==> src/rtl/pe_packet_receiver_if.sv <==
// pe_packet_receiver_if: inbound packet, ifmap window and ack handshake bundle
interface pe_packet_receiver_if #(
  parameter int FILTER_WIDTH = 8
);
  localparam int DW = 5 * FILTER_WIDTH;
  logic            in_valid;
  logic            in_ready;
  logic [DW+12:0]  in_data;
  logic            win_valid;
  logic            win_ready;
  logic [24:0]     win_data;
  logic [DW-28:0]  win_loc;
  logic            win_ts;
  logic            ack_valid;
  logic            ack_ready;
  logic [DW+4:0]   ack_data;
  modport master (
    output in_valid, in_data, win_ready, ack_ready,
    input  in_ready, win_valid, win_data, win_loc, win_ts, ack_valid, ack_data
  );
  modport slave (
    input  in_valid, in_data, win_ready, ack_ready,
    output in_ready, win_valid, win_data, win_loc, win_ts, ack_valid, ack_data
  );
endinterface

==> src/rtl/pe_packet_receiver.sv <==
// pe_packet_receiver: PE endpoint storing filter rows, presenting ifmap windows, returning acks; PE_PKT_HOP_CHECK_EN drops packets with nonzero hop/dir
module pe_packet_receiver #(
  parameter int         FILTER_WIDTH = 8,
  parameter logic [3:0] PE_NODE      = 4'd0
) (
  input  logic                        clk,
  input  logic                        rst,
  pe_packet_receiver_if.slave         bus,
  output logic [1:0]                  filt_size,
  output logic [25*FILTER_WIDTH-1:0]  filt_q,
  output logic [2:0]                  err
);
  localparam int DW = 5 * FILTER_WIDTH;
  typedef enum logic [1:0] {LOAD_FILT, RUN, HOLD, ACK} state_t;
  state_t                      state_q, state_d;
  logic [4:0]                  mask_q;
  logic [24:0]                 wd_q;
  logic [DW-28:0]              wl_q;
  logic                        wt_q;
  logic [1:0]                  sz_q;
  logic [25*FILTER_WIDTH-1:0]  rows_q;
  logic [2:0]                  err_q;
  logic                        acc, is_filt, hop_bad, miss;
  logic [2:0]                  row;
  logic [1:0]                  in_sz;
  logic [4:0]                  need;
  assign acc     = bus.in_valid && bus.in_ready;
  assign is_filt = bus.in_data[9];
  assign row     = bus.in_data[12:10];
  assign in_sz   = bus.in_data[14:13];
`ifdef PE_PKT_HOP_CHECK_EN
  assign hop_bad = |bus.in_data[7:0];
`else
  logic unused_hop;
  assign unused_hop = ^bus.in_data[7:0];
  assign hop_bad    = 1'b0;
`endif
  assign need = in_sz == 2'd0 ? 5'b00011 : in_sz == 2'd1 ? 5'b00111 : in_sz == 2'd2 ? 5'b01111 : 5'b11111;
  assign miss = |(need & ~mask_q);
  assign bus.in_ready  = state_q == LOAD_FILT || state_q == RUN;
  assign bus.win_valid = state_q == HOLD;
  assign bus.ack_valid = state_q == ACK;
  assign bus.win_data  = wd_q;
  assign bus.win_loc   = wl_q;
  assign bus.win_ts    = wt_q;
  assign bus.ack_data  = {{DW{1'b0}}, PE_NODE, 1'b0};
  assign filt_size     = sz_q;
  assign filt_q        = rows_q;
  assign err           = err_q;
  // next state: accepted ifmap opens a window, then window and ack handshakes advance
  always_comb begin
    state_d = state_q;
    if (acc && !is_filt && !hop_bad) state_d = HOLD;
    else if (state_q == HOLD && bus.win_ready) state_d = ACK;
    else if (state_q == ACK && bus.ack_ready) state_d = RUN;
  end
  // state, filter storage, window latches and sticky error flags
  always_ff @(posedge clk or posedge rst) begin
    if (rst) begin
      state_q <= LOAD_FILT;
      mask_q  <= '0;
      wd_q    <= '0;
      wl_q    <= '0;
      wt_q    <= 1'b0;
      sz_q    <= '0;
      rows_q  <= '0;
      err_q   <= '0;
    end else begin
      state_q <= state_d;
      if (acc && hop_bad) err_q[2] <= 1'b1;
      if (acc && !hop_bad && is_filt) begin
        if (row > 3'd4) err_q[0] <= 1'b1;
        for (int r = 0; r < 5; r++)
          if (row == r[2:0]) begin
            rows_q[r*DW +: DW] <= bus.in_data[DW+12:13];
            mask_q[r]          <= 1'b1;
          end
      end
      if (acc && !hop_bad && !is_filt) begin
        wd_q   <= bus.in_data[DW+12:DW-12];
        wl_q   <= bus.in_data[DW-13:15];
        wt_q   <= bus.in_data[8];
        sz_q   <= in_sz;
        mask_q <= '0;
        if (miss) err_q[1] <= 1'b1;
      end
    end
  end
endmodule

==> src/flat_wrapper.sv <==
// flat-port wrapper written by rule: the top's interface ports become plain ports
module pe_packet_receiver_flat 
#(
  parameter int         FILTER_WIDTH = 8,
  parameter logic [3:0] PE_NODE      = 4'd0
)
  (clk, rst, filt_size, filt_q, err, bus_in_valid, bus_in_data, bus_win_ready, bus_ack_ready, bus_in_ready, bus_win_valid, bus_win_data, bus_win_loc, bus_win_ts, bus_ack_valid, bus_ack_data);
  pe_packet_receiver_if #(.FILTER_WIDTH(FILTER_WIDTH)) bus_i ();
  input  logic clk;
  input  logic rst;
  output logic [1:0] filt_size;
  output logic [25*FILTER_WIDTH-1:0] filt_q;
  output logic [2:0] err;
  input wire logic [$bits(bus_i.in_valid)-1:0] bus_in_valid;
  input wire logic [$bits(bus_i.in_data)-1:0] bus_in_data;
  input wire logic [$bits(bus_i.win_ready)-1:0] bus_win_ready;
  input wire logic [$bits(bus_i.ack_ready)-1:0] bus_ack_ready;
  output wire logic [$bits(bus_i.in_ready)-1:0] bus_in_ready;
  output wire logic [$bits(bus_i.win_valid)-1:0] bus_win_valid;
  output wire logic [$bits(bus_i.win_data)-1:0] bus_win_data;
  output wire logic [$bits(bus_i.win_loc)-1:0] bus_win_loc;
  output wire logic [$bits(bus_i.win_ts)-1:0] bus_win_ts;
  output wire logic [$bits(bus_i.ack_valid)-1:0] bus_ack_valid;
  output wire logic [$bits(bus_i.ack_data)-1:0] bus_ack_data;
  assign bus_i.in_valid = bus_in_valid;
  assign bus_i.in_data = bus_in_data;
  assign bus_i.win_ready = bus_win_ready;
  assign bus_i.ack_ready = bus_ack_ready;
  assign bus_in_ready = bus_i.in_ready;
  assign bus_win_valid = bus_i.win_valid;
  assign bus_win_data = bus_i.win_data;
  assign bus_win_loc = bus_i.win_loc;
  assign bus_win_ts = bus_i.win_ts;
  assign bus_ack_valid = bus_i.ack_valid;
  assign bus_ack_data = bus_i.ack_data;
  pe_packet_receiver #(.FILTER_WIDTH(FILTER_WIDTH), .PE_NODE(PE_NODE)) u_core (.clk(clk), .rst(rst), .bus(bus_i), .filt_size(filt_size), .filt_q(filt_q), .err(err));
endmodule
==> config.mk <==
export PLATFORM = sky130hd
export DESIGN_NAME = pe_packet_receiver_flat
export DESIGN_NICKNAME = d
export VERILOG_FILES = /design/src/rtl/pe_packet_receiver_if.sv /design/src/rtl/pe_packet_receiver.sv /design/src/flat_wrapper.sv
export SDC_FILE = /design/constraint.sdc
export NUM_CORES = 1
export LEC_CHECK = 0
export ABC_AREA = 0
export BUFFER_PORTS_ARGS = -buffer_cell sky130_fd_sc_hd__buf_4
export CAP_MARGIN = 25
export CORE_MARGIN = 8
export CORE_UTILIZATION = 50
export DETAILED_ROUTE_END_ITERATION = 7
export GPL_TIMING_DRIVEN = 1
export PLACE_DENSITY = 0.77
export SYNTH_ARGS = -nofsm -noshare
export SYNTH_HDL_FRONTEND = slang
export SYNTH_SLANG_ARGS = --single-unit
==> constraint.sdc <==
create_clock -name clk -period 12.2 [get_ports clk]
set_clock_uncertainty 0.1 [all_clocks]
set_input_delay 2.44 -clock clk [delete_from_list [all_inputs] [get_ports clk]]
set_output_delay 2.44 -clock clk [all_outputs]
set_load 0.02 [all_outputs]
==> impl_metrics.toml, run 1 <==
[synthesis]
yosys.area_share.xor_xnor_pct = 0
synth_seq_cells = 250
synth_area_mm2 = 0.009843
yosysWarningCount = 0
async_reset_ff_share_pct = 100.0
synth_top_area_cell = "dfrtp_1"
postSynthAreaPerCell_um2 = 16.38
ys_seq_area_share_pct = 63.56
synth_edf_count = 0
synthCells = 601
yosysUniqueCellTypes = 28
synthAdderAreaFrac_pct = 0
synth-compound-area-share_pct = 0.7627
synth_top_cell_area_share_pct = 63.56
synth_ff_type = "dfrtp_1"
synthTopCellsByArea = "dfrtp_1 64%, mux2_2 23%, mux2_4 6.1%"
synth-simple-area-share_pct = 1.284
synth_top_family_by_area = "multiplexers"
synthMuxAreaShare_pct = 29.10
yosysMostFrequentCell = "dfrtp_1"
ys_top_cells_by_count = "250 x dfrtp_1, 198 x mux2_2, 46 x buf_4"

[critical_path]
crit_slowest_cell = "and3_2"
worstPathArrival_ps = 4590
cp_max_fo = 21
critPathCaptureType = "flip-flop"
slowest_delay_ps = 770
cp.required_ps = 12500
critical_path_class = "input pin to flip-flop"
start_kind = "input pin"
critPathMostFrequentCell = "buf_4"
crit_chain = "buf_4, and4bb_1, and3_2, buf_4, mux2_4"

[place]
io_buffers = 295
place_area_mm2 = 0.01215
dp_slack_ps = 7346
place_congestion = 0.7577
hpwl_mm = 17.89

[routing]
routedWlPerCell_um = 21.49
post-route-drc-count = 0
routed.top_layer = "met4"
routed_wl_mm = 25.60
wl_met3_mm = 2.773
first_pass_iters = 4
antenna_left = 0
wl_met1_mm = 9.904
dr_wl_met2_mm = 12.33
drt_iter0_markers = 198
via_per_inst = 5.017
dr_total_vias = 5975

[sta]
slew_viol_final = 0
worstMarginPinSlew_ps = 1013
max-slew-margin-rel_pct = 32.40
finalHoldViolCount = 0
period_minus_slack_ps = 4295
timing.fmax_mhz = 232.8
setup_viol = 0
post-route-period-util_pct = 35.20
setup_tns_ps = 0
rsz0062_at_grt = "false"
layout_setup_ws_ps = 7905

[clock_network]
clk_pin_slew_ps = 60
htreeDepth = 1
post_cts_resized = 0
cts_setup_buffers = 0
clockRootBuffer = "clkbuf_16"
cts_tree = "yes"
clk_latency_ps = 520
cts_buffers = 27
cts_buffer_depth = 3
cts_sinks = 250
hold_buffers = 0

[floorplan]
die_y_um = 156.3
core_area_mm2 = 0.01940
start_util_pct = 50.74
dieArea_mm2 = 0.02443
io_pins = 350
chipWidth_um = 156.3
std_cell_rows = 51

[global_routing]
grt_pass1_vias = 6567
grt_pass1_wl_mm = 39.00
grt_usage_pct = 20.52
grt_antenna_before_repair = 0
grt-ovfl-total = 0
grt_max_degree = 103

[min_path]
hp-class = "flip-flop to flip-flop"

[status]
run_status = "complete, no violations"

[final_layout]
final_util_pct = 67.02
final_area_mm2 = 0.01300
drive_gt1_share_pct = 63.50
syn_to_final_growth_pct = 32.08
n_antenna_cell = 0
final_nets = 966

[power]
leakage_nw = 6.477
p_total_mw = 3.677
pwr_density_cell_mw_per_mm2 = 282.8
vdd_drop_max_v = 0.0001829

[flow_run]
timing.max_cap.violations = 0
-- sequential cells by signal, indices dropped and copies added (netlist names) --
| signal | cells |
|---|---|
| u_core.err | 2 |
| u_core.state_q | 2 |
| u_core.mask_q | 5 |
| u_core.bus.win_data | 25 |
| u_core.bus.win_loc | 13 |
| u_core.bus.win_ts | 1 |
| u_core.filt_size | 2 |
| u_core.filt_q | 200 |
-- final cells by class --
| type | instances | area, um^2 |
|---|---|---|
| inverters | 3 | 18.77 |
| fillers | 1422 | 6397 |
| well taps | 265 | 331.6 |
| repair buffers | 305 | 2310 |
| multi-input cells | 321 | 3258 |
| clock inverters | 5 | 35.03 |
| clock buffers | 42 | 792.0 |
| flip-flops and latches | 250 | 6256 |
-- per-stage QoR --
stage / std cells / hold WS (ps)
2_1_floorplan: 646 / 357.4
3_3_place_gp: 1143 / 366.4
3_5_place_dp: 1143 / 366.8
4_1_cts: 1190 / 393.8
5_1_grt: 1191 / 405.9
6_report: 1191 / 391.2
-- final timing paths --
kind	from	endpoint	slack, ps	cells past startpoint
worst max-delay path	bus_in_data[12]	u_core.filt_q[146]$_DFFE_PP0P_	7910	5
worst min-delay path	u_core.filt_q[195]$_DFFE_PP0P_	u_core.filt_q[195]$_DFFE_PP0P_	390	1
worst max register to register	u_core.state_q[1]$_DFFE_PP0P_	u_core.filt_q[146]$_DFFE_PP0P_	9400	4
worst min register to register	u_core.filt_q[195]$_DFFE_PP0P_	u_core.filt_q[195]$_DFFE_PP0P_	390	1
max in group asynchronous	rst	u_core.filt_q[11]$_DFFE_PP0P_	8710	3
min in group asynchronous	rst	u_core.bus.win_data[16]$_DFFE_PP0N_	1940	2
-- routing by layer --
metal / up-vias / GRT usage, %
li1: 2624 / -
met1: 3063 / 24.46
met2: 247 / 34.00
met3: 41 / 7.998
met4: 0 / 5.767
met5: - / 0
-- power by group --
group	internal (mW)	total (mW)	leakage (nW)	switching (mW)
Clock	0.443	0.754	0.403	0.311
Combinational	0.735	1.54	2.96	0.803
Sequential	1.18	1.38	3.11	0.201
Total	2.36	3.68	6.48	1.31
-- cells by family after synthesis --
family / Yosys count
compound gates: 11
mux: 241
buf+inv: 75
other cells: 1
flops: 250
simple gates: 23
-- cell usage in the layout (no fill, tap or decap), drive strengths merged --
| cell type | Yosys | final |
|---|---|---|
| buf | 72 | 305 |
| dfrtp | 250 | 250 |
| mux2 | 241 | 241 |
| conb | 1 | 46 |
| clkbuf | 0 | 42 |
| nor2 | 9 | 9 |
| a21oi | 4 | 4 |
| nand2 | 4 | 4 |
| inv | 3 | 4 |
| clkinv | 0 | 3 |
| nor2b | 2 | 2 |
| nor3b | 2 | 2 |
| and4bb | 1 | 1 |
| and3 | 1 | 1 |
| and2 | 1 | 1 |
| nand4b | 1 | 1 |
| o21bai | 1 | 1 |
| nor3 | 1 | 1 |
| a21o | 1 | 1 |
| a31oi | 1 | 1 |
| a41oi | 1 | 1 |
| nand2b | 1 | 1 |
| a21boi | 1 | 1 |
| o2111ai | 1 | 1 |
| o22a | 1 | 1 |
| clkinvlp | 0 | 1 |
-- worst max-delay path, delay by kind of cell --
family        cells  cell delay (ps)
buf+inv           2              640
mux               1              340
simple gates      2             1140
Power figures use the tool's default switching activity.
==> run 2, diff against run 1 <==
==> constraint.sdc (replaced) <==
create_clock -name clk -period 4.1 [get_ports clk]
set_clock_uncertainty 0.1 [all_clocks]
set_input_delay 0.82 -clock clk [delete_from_list [all_inputs] [get_ports clk]]
set_output_delay 0.82 -clock clk [all_outputs]
set_load 0.02 [all_outputs]
==> run 2 against run 1 <==
Effect of this change: clock power grew to 2.8 times the previous value; register-to-register slack lost 7700 ps; critical path depth shrank 2; via count shrank 1.3%; setup slack lost 6200 ps; routed wire length shrank 0.60%; utilization shrank 0.052 points; sequential share of layout area is essentially flat; combinational power grew to 3.0 times the previous value; count of clock-buffer cells in the layout shrank 5; sequential cell count is the same; largest power group unchanged; highest routed layer unchanged.
==> impl_metrics.toml, run 2 (synthesized netlist as in run 1, its figures left out) <==
[clock_network]
clockRootBuffer = "clkbuf_16"
cts_buffers = 25
htreeDepth = 1
cts_tree = "yes"
cts_buffer_depth = 3
hold_buffers = 0
clk_pin_slew_ps = 60
cts_setup_buffers = 0
post_cts_resized = 0
clk_latency_ps = 500
cts_sinks = 250

[routing]
routed_wl_mm = 25.44
via_per_inst = 4.959
antenna_left = 0
routedWlPerCell_um = 21.40
first_pass_iters = 4
drt_iter0_markers = 265
post-route-drc-count = 0
dr_total_vias = 5896

[critical_path]
crit_end = "bus_win_valid"
rr_startpoint = "u_core.state_q[1]$_DFFE_PP0P_"
critical_path_class = "flip-flop to primary output"
startpoint = "u_core.state_q[1]$_DFFE_PP0P_"
crit_chain = "inv_1, nor2_1, buf_4"
r2r-end = "u_core.filt_q[72]$_DFFE_PP0P_"
cp_max_fo = 8
critPathCaptureType = "primary output"
start_kind = "flip-flop"
worstPathArrival_ps = 1460
cp.required_ps = 3180
slowest_delay_ps = 520
reg2regPathDepth = 4
crit_slowest_cell = "dfrtp_1"
r2r_slack_ps = 1740

[sta]
layout_setup_ws_ps = 1716
timing.fmax_mhz = 419.5
setup_tns_ps = 0
rsz0062_at_grt = "false"
slew_viol_final = 0
finalHoldViolCount = 0
max-slew-margin-rel_pct = 58.40
period_minus_slack_ps = 2384
whs_ps = 106.5
post-route-period-util_pct = 58.14
setup_viol = 0
worstMarginPinSlew_ps = 621.7

[floorplan]
die_y_um = 156.3
dieArea_mm2 = 0.02443
core_area_mm2 = 0.01940
chipWidth_um = 156.3
std_cell_rows = 51
io_pins = 350
start_util_pct = 50.74

[global_routing]
grt_pass1_wl_mm = 38.96
grt_antenna_before_repair = 0
grt_pass1_vias = 6614
grt_max_degree = 61
grt_usage_pct = 20.51
grt-ovfl-total = 0

[final_layout]
stdcell_count = 1189
final_area_mm2 = 0.01299
final_cell_mix = "305 x buf_4, 250 x dfrtp_1, 198 x mux2_2"
seq_area_mm2 = 0.006256
fill_cells = 1422
multi_input_comb_area_mm2 = 0.003258
final_common_cell = "buf_4"
n_antenna_cell = 0
final_nets = 969
largest_register_ffs = 200
syn_to_final_growth_pct = 31.98
final_util_pct = 66.97
drive_gt1_share_pct = 63.42

[status]
run_status = "complete, no violations"

[place]
io_buffers = 295
dp_slack_ps = 1326
place_congestion = 0.7389
dp_cells = 1148
place_area_mm2 = 0.01223
hpwl_mm = 18.23

[power]
p_total_mw = 10.79
vdd_drop_max_v = 0.0004738
leakage_nw = 6.470
pwr_density_cell_mw_per_mm2 = 830.5

[min_path]
hp-class = "input pin to asynchronous set/reset pin"

[flow_run]
timing.max_cap.violations = 0
==> run 2: layer usage <==
layer / wire length, um / GRT usage, % / up-vias
li1: - / - / 2624
met1: 9709 / 24.45 / 3008
met2: 12340 / 34.02 / 233
met3: 2960 / 8.549 / 31
met4: 431 / 4.760 / 0
met5: 0 / 0 / -
==> run 2: worst max-delay path, delay by kind of cell, from the launching register on <==
kind	cells	cell delay [ps]
simple gates	1	130
flops	1	520
buf+inv	2	310
==> run 2: power by group <==
part | internal, mW | leakage (nW) | switching, mW
sequential | 3.52 | 3.11 | 0.588
combinational | 2.19 | 3.00 | 2.38
clock | 1.23 | 0.362 | 0.878
total | 6.95 | 6.47 | 3.84
==> run 2: layout make-up <==
class | count | area share [%]
flip-flops and latches | 250 | 48.16
inverters | 3 | 0.1156
well taps | 265 | 2.552
repair buffers | 310 | 18.40
clock buffers | 37 | 5.393
clock inverters | 3 | 0.3082
multi-input cells | 321 | 25.08
==> run 2: worst min path at each step <==
stage / depth (start not counted) / to / from
after floorplan: 2 / u_core.mask_q[4]$_DFFE_PP0P_ / u_core.mask_q[4]$_DFFE_PP0P_
after global placement: 1 / u_core.err[0]$_DFFE_PP0P_ / u_core.err[0]$_DFFE_PP0P_
after detailed placement: 1 / u_core.err[0]$_DFFE_PP0P_ / u_core.err[0]$_DFFE_PP0P_
after CTS: 1 / u_core.err[0]$_DFFE_PP0P_ / u_core.err[0]$_DFFE_PP0P_
after global routing: 2 / u_core.filt_q[115]$_DFFE_PP0P_ / rst
final: 2 / u_core.filt_q[115]$_DFFE_PP0P_ / rst
